**config.mk**
```make
export PLATFORM = sky130hd
export DESIGN_NAME = uart_tx_fifo
export DESIGN_NICKNAME = d
export VERILOG_FILES = /design/src/rtl/uart_tx_fifo_pkg.sv /design/src/rtl/sync_fifo.sv /design/src/rtl/uart_tx_fifo.sv
export SDC_FILE = /design/constraint.sdc
export NUM_CORES = 1
export LEC_CHECK = 0
export ABC_AREA = 1
export CORE_ASPECT_RATIO = 0.8
export CORE_MARGIN = 2
export CORE_UTILIZATION = 35
export CTS_CLUSTER_SIZE = 25
export DETAILED_ROUTE_END_ITERATION = 10
export GPL_TIMING_DRIVEN = 0
export SLEW_MARGIN = 30
export SYNTH_ARGS = -nofsm -noshare
export SYNTH_HDL_FRONTEND = slang
export SYNTH_HIERARCHICAL = 1
export SYNTH_SLANG_ARGS = --single-unit
```
**constraint.sdc**
```tcl
create_clock -name clk -period 2 [get_ports clk]
set_input_delay 0.5 -clock clk [delete_from_list [all_inputs] [get_ports clk]]
set_output_delay 0.5 -clock clk [all_outputs]
set_load 0.01 [all_outputs]
```
**src/rtl/uart_tx_fifo_pkg.sv**
```systemverilog
// rtl/uart_tx_fifo_pkg.sv - frame format, FSM encoding and baud divisor helper shared by the UART
package uart_tx_fifo_pkg;

  typedef enum logic [2:0] {
    ST_IDLE   = 3'd0,
    ST_START  = 3'd1,
    ST_DATA   = 3'd2,
    ST_PARITY = 3'd3,
    ST_STOP   = 3'd4
  } tx_state_e;

  localparam int START_BITS = 1;
  localparam int DATA_BITS  = 8;

  // Integer-truncated clocks per bit; the receiver uses the same rounding.
  function automatic int calc_div(input int clk_hz, input int baud);
    return clk_hz / baud;
  endfunction

  function automatic int frame_bits(input int parity_en, input int stop_bits);
    return START_BITS + DATA_BITS + parity_en + stop_bits;
  endfunction

endpackage

```
**src/rtl/sync_fifo.sv**
```systemverilog
// rtl/sync_fifo.sv - single-clock FIFO with registered count/full/empty and no read bypass
module sync_fifo
  import uart_tx_fifo_pkg::*;
#(
  parameter int WIDTH = 8,
  parameter int DEPTH = 4
) (
  input  logic             clk,
  input  logic             rst,
  input  logic             wr_en,
  input  logic [WIDTH-1:0] wr_data,
  input  logic             rd_en,
  output logic [WIDTH-1:0] rd_data,
  output logic             full,
  output logic             empty
);

  localparam int AW = (DEPTH > 1) ? $clog2(DEPTH) : 1;
  localparam logic [AW-1:0] PTR_ONE  = AW'(1);
  localparam logic [AW:0]   CNT_ONE  = (AW + 1)'(1);
  localparam logic [AW:0]   CNT_NFUL = (AW + 1)'(DEPTH - 1);

  logic [WIDTH-1:0] mem [DEPTH];
  logic [AW-1:0]    wr_ptr;
  logic [AW-1:0]    rd_ptr;
  logic [AW:0]      count;
  logic             push;
  logic             pop;

  assign push    = wr_en & ~full;
  assign pop     = rd_en & ~empty;
  assign rd_data = mem[rd_ptr];

  always_ff @(posedge clk) begin
    if (push) begin
      mem[wr_ptr] <= wr_data;
    end
  end

  always_ff @(posedge clk) begin
    if (rst) begin
      wr_ptr <= '0;
      rd_ptr <= '0;
      count  <= '0;
      full   <= 1'b0;
      empty  <= 1'b1;
    end else begin
      if (push) begin
        wr_ptr <= wr_ptr + PTR_ONE;
      end
      if (pop) begin
        rd_ptr <= rd_ptr + PTR_ONE;
      end
      // A simultaneous push and pop leaves occupancy untouched.
      case ({push, pop})
        2'b10: begin
          count <= count + CNT_ONE;
          full  <= (count == CNT_NFUL);
          empty <= 1'b0;
        end
        2'b01: begin
          count <= count - CNT_ONE;
          full  <= 1'b0;
          empty <= (count == CNT_ONE);
        end
        default: ;
      endcase
    end
  end

endmodule

```
**src/rtl/uart_tx_fifo.sv**
```systemverilog
// rtl/uart_tx_fifo.sv - buffered UART transmitter: FIFO feeding an 8-bit LSB-first serialiser
module uart_tx_fifo
  import uart_tx_fifo_pkg::*;
#(
  parameter int CLK_HZ     = 50_000_000,
  parameter int BAUD       = 115200,
  parameter int FIFO_DEPTH = 4,
  parameter int PARITY_EN  = 0,
  parameter int PARITY_ODD = 0,
  parameter int STOP_BITS  = 1
) (
  input  logic       clk,
  input  logic       rst,
  input  logic       transmit,
  input  logic [7:0] data_tx,
  output logic       full,
  output logic       empty,
  output logic       busy_tx,
  output logic       overflow,
  output logic       tx
);

  localparam int DIV = calc_div(CLK_HZ, BAUD);
  localparam int BW  = (DIV > 1) ? $clog2(DIV) : 1;
  localparam logic [BW-1:0] BAUD_LAST  = BW'(DIV - 1);
  localparam logic [BW-1:0] BAUD_ONE   = BW'(1);
  localparam logic [2:0]    BIT_LAST   = 3'(DATA_BITS - 1);
  localparam logic          ODD_BIT    = (PARITY_ODD != 0);
  localparam logic          HAS_PARITY = (PARITY_EN != 0);
  localparam logic          STOP_LAST  = (STOP_BITS == 2);

  tx_state_e     state, state_n;
  logic [BW-1:0] baud_cnt, baud_n;
  logic [2:0]    bit_idx, bit_n;
  logic [7:0]    shift, shift_n;
  logic          parity_bit, parity_n;
  logic          stop_cnt, stop_n;
  logic          tx_n;
  logic          tick;
  logic          pop;
  logic [7:0]    fifo_data;

  sync_fifo #(
    .WIDTH(8),
    .DEPTH(FIFO_DEPTH)
  ) u_fifo (
    .clk     (clk),
    .rst     (rst),
    .wr_en   (transmit),
    .wr_data (data_tx),
    .rd_en   (pop),
    .rd_data (fifo_data),
    .full    (full),
    .empty   (empty)
  );

  assign tick    = (baud_cnt == BAUD_LAST);
  assign busy_tx = (state != ST_IDLE) | ~empty;

  always_ff @(posedge clk) begin
    if (rst) begin
      state      <= ST_IDLE;
      baud_cnt   <= '0;
      bit_idx    <= '0;
      shift      <= '0;
      parity_bit <= 1'b0;
      stop_cnt   <= 1'b0;
      tx         <= 1'b1;
      overflow   <= 1'b0;
    end else begin
      state      <= state_n;
      baud_cnt   <= baud_n;
      bit_idx    <= bit_n;
      shift      <= shift_n;
      parity_bit <= parity_n;
      stop_cnt   <= stop_n;
      tx         <= tx_n;
      if (transmit && full) begin
        overflow <= 1'b1;
      end
    end
  end

  always_comb begin
    state_n  = state;
    baud_n   = tick ? '0 : baud_cnt + BAUD_ONE;
    bit_n    = bit_idx;
    shift_n  = shift;
    parity_n = parity_bit;
    stop_n   = stop_cnt;
    pop      = 1'b0;
    case (state)
      ST_IDLE: begin
        baud_n = '0;
        if (!empty) begin
          pop     = 1'b1;
          state_n = ST_START;
        end
      end
      ST_START: begin
        if (tick) begin
          state_n = ST_DATA;
          bit_n   = '0;
        end
      end
      ST_DATA: begin
        if (tick) begin
          shift_n = {1'b0, shift[7:1]};
          if (bit_idx == BIT_LAST) begin
            state_n = HAS_PARITY ? ST_PARITY : ST_STOP;
            stop_n  = 1'b0;
          end else begin
            bit_n = bit_idx + 3'd1;
          end
        end
      end
      ST_PARITY: begin
        if (tick) begin
          state_n = ST_STOP;
          stop_n  = 1'b0;
        end
      end
      ST_STOP: begin
        if (tick) begin
          if (stop_cnt == STOP_LAST) begin
            // Chain straight into the next start bit so queued bytes leave without a gap.
            if (!empty) begin
              pop     = 1'b1;
              state_n = ST_START;
            end else begin
              state_n = ST_IDLE;
            end
          end else begin
            stop_n = 1'b1;
          end
        end
      end
      default: state_n = ST_IDLE;
    endcase

    if (pop) begin
      shift_n  = fifo_data;
      parity_n = (^fifo_data) ^ ODD_BIT;
    end

    tx_n = 1'b1;
    case (state_n)
      ST_START:  tx_n = 1'b0;
      ST_DATA:   tx_n = shift_n[0];
      ST_PARITY: tx_n = parity_n;
      default:   tx_n = 1'b1;
    endcase
  end

endmodule

```
# --- Yosys cells after proc, flatten, opt, wreduce, memory -nomap -nowiden ---
# Memories as Yosys holds them, arrays and structs flattened. A register that Yosys moved wholly into a read port is not among the register bits.
# Index checks and enable logic that the tools add are counted.
# W data, S select, Z words.
totals:
  latch_bits: 0
  in_bits: 11
  register_bits: 36
  output_inout_bits: 5
  wordCells: 93
  mem_bits_rw: 32
  rom_bits: 0
  memories: 1
memory_table:
  columns: ["name", "words", "width", "read_ports", "rd_clocked_by_memory_dff", "write_ports", "line_no", "source"]
  rows:
  - ["u_fifo.mem", 4, 8, 1, 1, 1, "sync_fifo.sv:23", "logic [WIDTH-1:0] mem [DEPTH];"]
classes:
  n_mul: 0
  mux: 35
  div: 0
  reduce_logical: 13
  n_lt_le_gt_ge: 0
  bitwise: 5
  addsub: 6
  n_shift: 0
  n_eq_ne: 19
ops:
  columns: ["op", "count"]
  rows:
  - ["$mux W3", 10]
  - ["$mux W8", 3]
  - ["$eq A3 B2 Y1 const B", 5]
  - ["$pmux W3 S5", 1]
  - ["$mux W1", 12]
  - ["$ne A2 B2 Y1 const B", 6]
  - ["$pmux W3 S2", 2]
  - ["$add A9 B1 Y9 const B", 1]
  - ["$eq A3 B1 Y1 const B", 3]
  - ["$eq A9 B9 Y1 const B", 1]
  - ["$reduce_bool A2 Y1", 4]
  - ["$reduce_xor A8 Y1", 1]
  - ["$add A3 B1 Y3 const B", 2]
  - ["$eq A3 B3 Y1 const B", 2]
  - ["$pmux W1 S2", 3]
  - ["$pmux W1 S3", 2]
  - ["$reduce_bool A3 Y1", 2]
  - ["$reduce_and A5 Y1", 1]
  - ["$add A2 B1 Y2 const B", 2]
  - ["$mux W2", 2]
  - ["$reduce_and A4 Y1", 1]
  - ["$logic_not A3 Y1", 1]
  - ["$reduce_or A3 Y1", 1]
  - ["$sub A3 B1 Y3 const B", 1]
  - ["7 further kinds", 9]

# --- Longest topological paths before layout ---
logic_depth:
  word_depth: 7
  depth_mapped: 15
  ltp_nobuf: 15

# --- Cells and area by module ---
# Netlist, hierarchy kept.
by_module_without_submodules:
  columns: ["mod", "cells_per_inst", "area_per_inst_um2", "instances", "seq_area_each_um2"]
  rows:
  - ["sync_fifo", 152, 1784.2, 1, 1181.1]
  - ["uart_tx_fifo", 205, 1465.2, 1, 520.5]

# --- Worst setup path after synthesis ---
# OpenSTA, ideal clock, no wires.
synth_path:
  path_kind: "register to register"
  from: "register baud_cnt[0]"
  to: "register u_fifo.count[2]"
  path_stages_with_launch: 15
  period_less_slack_ps: 1998
  n_path_buf: 1
  setup_ps: 64
  required_ps: 1936
  arrival_time_ps: 1934
  path_slack_ps: 2
  path_cell_list: "dfxtp_1 > ha_1 > nand2_1 > nor2_4 > nand2_8 > nand2_4 > nand2_4 > clkinv_2 > inv_1 > nor2_4 > ha_1 > clkbuf_2 > a21oi_1 > o21ai_0 > nor2_1"
synth_between:
  elab_chain_len: 6
  elab_cells_between_ends: 8
  classes_between: "eq/ne: 3; mux: 3; bitwise: 1; reduce/logical: 1"
synth_lines:
  columns: ["item", "line_no", "source"]
  rows:
  - ["from (decl)", "uart_tx_fifo.sv:33", "logic [BW-1:0] baud_cnt, baud_n;"]
  - ["from (signal assigned)", "uart_tx_fifo.sv:72", "baud_cnt <= baud_n;"]
  - ["$eq A9 B9 Y1 *", "uart_tx_fifo.sv:57", "assign tick = (baud_cnt == BAUD_LAST);"]
  - ["$mux W1 *", "uart_tx_fifo.sv:124", "if (tick) begin"]
  - ["$pmux W1 S2 *", "uart_tx_fifo.sv:92", "case (state)"]
  - ["named net pop", "uart_tx_fifo.sv:40", "logic pop;"]
  - ["$and A1 B1 Y1 *", "sync_fifo.sv:31", "assign pop = rd_en & ~empty;"]
  - ["named net u_fifo.pop", "sync_fifo.sv:28", "logic pop;"]
  - ["$eq A2 B1 Y1 or $eq A2 B2 Y1 (tied branches)", "sync_fifo.sv:55", "case ({push, pop})"]
  - ["$pmux W3 S2 or $reduce_bool A2 Y1 (tied branches)", null, null]
  - ["to (signal assigned)", "sync_fifo.sv:57", "count <= count + CNT_ONE;"]
  - ["to (signal assigned)", "sync_fifo.sv:62", "count <= count - CNT_ONE;"]
  - ["to (decl)", "sync_fifo.sv:26", "logic [AW:0] count;"]
# Mark *: on every way through the listed nets, which the timed path passes. The rest lies on a longest branch.
# A chain may end at the register's enable or synchronous reset.

# --- Final worst setup path ---
layout_path:
  from: "register u_fifo.empty"
  to: "output empty"
layout_lines:
  columns: ["item", "line_no", "source"]
  rows:
  - ["from (decl)", "sync_fifo.sv:15", "output logic empty"]
  - ["from (signal assigned)", "sync_fifo.sv:64", "empty <= (count == CNT_ONE);"]
  - ["to (decl)", "uart_tx_fifo.sv:17", "output logic empty,"]
# No word-level cell between the ends.

==> summary.md <==
| Metric | Value |
|---|---|
| Status | `finished clean` |
| Worst path bufs/invs | `1` |
| Post-synth cell types | `37` |
| Fill cells | `~860` |
| Slew Viols, Final | `0` |
| Drc violations | `0` |
| Overall power | `3.66 mW` |
| CTS sink count | `69` |
| Critical path class | `register to primary output` |
| Final hold viol count | `0` |
| I/O pin count | `16` |
| First-pass GRT wire length | `10800 um` |
| Clk_skew | `0.00955 ns` |
| Number of global-route vias before repair | `2382` |
| CP required | `~1.5 ns` |
| CP Launch Type | `register` |
| Post-Layout Cell Count | `516` |
| Fin crit period | `between 1.5 and 2 ns` |
| Final setup margin | `0.0801 ns` |
| Count leader, synth | `nand2_1` |
| Layout cell share with drive strength beyond 1 | `0.187` |
| Worst R2R Start | `baud_cnt[1]` |
| Slew margin rel. | `0.453` |
| Min Hold Slack | `0.441 ns` |
| Starting density of the core | `0.360` |
| Antenna Cells | `0` |
| Power per Cell Area | `909 nW/um^2` |
| H-tree lvl count | `3` |
| Primary FF master, synth | `dfxtp_1` |
| Synth top area cells | `edfxtp_1 30%, dfxtp_1 23%, nand2_1 7.9%, ha_1 5.0%, nor2_1 4.6%` |
| Clock insertion delay at the later pin of the skew report | `0.33 ns` |
| Met3 usage in global routing | `0.0330` |
| Drt initial violations | `130` |
| Post-Syn Nets | `381` |
| DIE WIDTH | `about 110 um` |
| GR Util met2 | `0.217` |
| Setup Viol. Count Final | `0` |
| CTS tree | `yes` |
| Port bufs | `15` |
| Die Area | `10100 um^2` |
| Reg2reg end | `u_fifo/count[2]` |
| Worst Path Max Fanout | `8` |
| Busiest grt layer | `met2` |
| M1 GR Usage | `0.164` |
| Cells after DPL | `487` |
| Fin crit share | `0.960` |
| R2R setup slack | `around 0.11 ns` |
| Post-Syn Area | `between 3000 and 4000 um^2` |
| Seq cells post-synth | `69` |
| Slowest-stage cell, CP | `clkdlybuf4s50_1` |
| Arr. time, crit path | `1.42 ns` |
| Register area share after synthesis | `0.524` |
| Vert. Die Dim | `between 90 and 100 um` |
| Vias | `2485` |
| Critical path's top delay family | `buffers and inverters` |
| Nets@finish | `420` |
| Cells along the critical path | `clkdlybuf4s50_1` |
| Drt pass-1 iters | `4` |
| Slew @ Worst Pin | `approximately 0.82 ns` |
| Core area | `9040 um^2` |
| Grt ovf | `0` |
| Top-area cell type share of the netlist area | `0.296` |
| Hold buffer count at CTS | `0` |
| Cells after synthesis | `357` |
| HPWL Detailed | `~4200 um` |
| Footprint of the multi-input gates | `1420 um^2` |
| Hold EP | `baud_cnt[0]` |
| Most frequent cells after synthesis | `68 x nand2_1, 40 x nor2_1, 39 x inv_1, 37 x dfxtp_1, 32 x edfxtp_1` |
| Crit end category | `primary output` |
| Antenna viol nets, final | `0` |
| Async SR Flop Fraction | `0` |
| Pre-CTS worst setup slack | `-0.271 ns` |
| Max-Cap Viols | `0` |
| CTS buffer count | `9` |
| GRT Resource Usage Total | `0.130` |
| Reg2reg path depth | `14` |
| Row count | `31` |
| Warnings, synthesis | `6` |
| Largest net degree at the start of global routing | `15` |
| CTS clock-pin slew for the worst setup and hold paths | `about 0.060 ns` |
| Post-synth EDFFs | `32` |
| Area growth, synth to finish | `23.9%` |
| Synth area leader | `edfxtp_1` |
| Mapped Avg Cell Area | `roughly 9.1 um^2` |
| CP max stage delay | `0.60 ns` |
| Via-per-instance ratio | `roughly 4.8` |
| Max Root-Sink Buffers | `2` |
| Maximum VDD drop | `452 uV` |
| Initial antenna violation count | `0` |
| Final setup TNS | `0 ns` |
| Register area | `1710 um^2` |
| Routed WL per cell | `12.3 um` |
| Hold Crit Start | `baud_cnt[0]` |
| Final wirelength | `6340 um` |
| Worst hold path class | `register to register` |
| Leakage | `roughly 1.6 nW` |
| Hold Path Cell Cnt | `1` |
| CTS Root Buffer Type | `clkbuf_16` |
| Highest Clock Rate | `521 MHz` |
| GPL Wtd Cong | `between 0.7 and 0.8` |
[report_power, final]
group          internal [mW]  leakage [nW]  switching (mW)
clock                  0.855         0.132           0.624
combinational          0.224         0.898           0.320
sequential              1.58         0.597          0.0548
[through the flow]
stage                util  instance area (um^2)
floorplan               -                  3250
global placement    0.392                  3540
detailed placement  0.392                  3540
CTS                 0.427                  3860
global route        0.445                  4030
finish              0.445                  4030
[what timing repair did]
item	CTS	global route
setup buffers	1	13
gates resized for setup	8	26
endpoints found under the setup margin	8	17
pin swaps	1	8
hold endpoints to repair	0	0
[cells in the final DEF (no fill, tap or decap), types with 3 or more instances in the layout]
| cell type | instances |
|---|---|
| nand2_1 | 67 |
| nor2_1 | 40 |
| inv_1 | 37 |
| dfxtp_1 | 33 |
| edfxtp_1 | 32 |
| o21ai_0 | 26 |
| a21oi_1 | 19 |
| buf_4 | 15 |
| clkdlybuf4s50_1 | 14 |
| nand3_1 | 11 |
| ha_1 | 11 |
| o21ai_1 | 9 |
| clkbuf_16 | 9 |
| a31oi_1 | 7 |
| nor3_1 | 6 |
| o22ai_2 | 6 |
| inv_2 | 4 |
| nor2_4 | 3 |
| xor2_1 | 3 |
| dfxtp_2 | 3 |
| inv_6 | 3 |
[metal layers]
layer | up-vias | part of all wire
met5 | - | 0
met4 | 0 | 0.017
met3 | 11 | 0.042
met2 | 49 | 0.48
met1 | 1155 | 0.46
li1 | 1270 | -
[kinds of logic after synthesis]
kind of cell | Yosys count | synth area share
xor+xnor | 3 | 0.00809
compound gates | 78 | 0.139
fa+ha+maj | 13 | 0.0501
buf+inv | 50 | 0.0658
flops | 69 | 0.524
simple gates | 144 | 0.214
[worst max-delay path by stage]
stage	endpoint	from	slack [ns]	cells past startpoint
after global routing	u_fifo/count[2]	baud_cnt[1]	-0.07	14
after CTS	u_fifo/count[2]	baud_cnt[1]	0.001	14
after floorplan	u_fifo/count[2]	baud_cnt[0]	0.002	14
after global placement	shift[1]	rst	-0.29	6
after detailed placement	shift[4]	rst	-0.27	6
final	empty	u_fifo/empty	0.08	1
[state kept, by name (all words and copies together), names as in the netlist, 2 cells and up, named ones only]
| signal | count |
|---|---|
| u_fifo/mem | 32 |
| baud_cnt | 9 |
| shift | 8 |
| bit_idx | 3 |
| state | 3 |
| u_fifo/count | 3 |
| u_fifo/rd_ptr | 2 |
| u_fifo/wr_ptr | 2 |
[layout make-up]
| class | instances | area share |
|---|---|---|
| clock buffers | 9 | 0.0560 |
| plain buffers | 6 | 0.0137 |
| well taps | 115 | 0.0357 |
| clock inverters | 7 | 0.0140 |
| repair buffers | 29 | 0.0631 |
| inverters | 43 | 0.0413 |
| multi-input cells | 238 | 0.352 |
| flip-flops and latches | 69 | 0.425 |
Note: power is estimated with default switching activity, not from simulation.
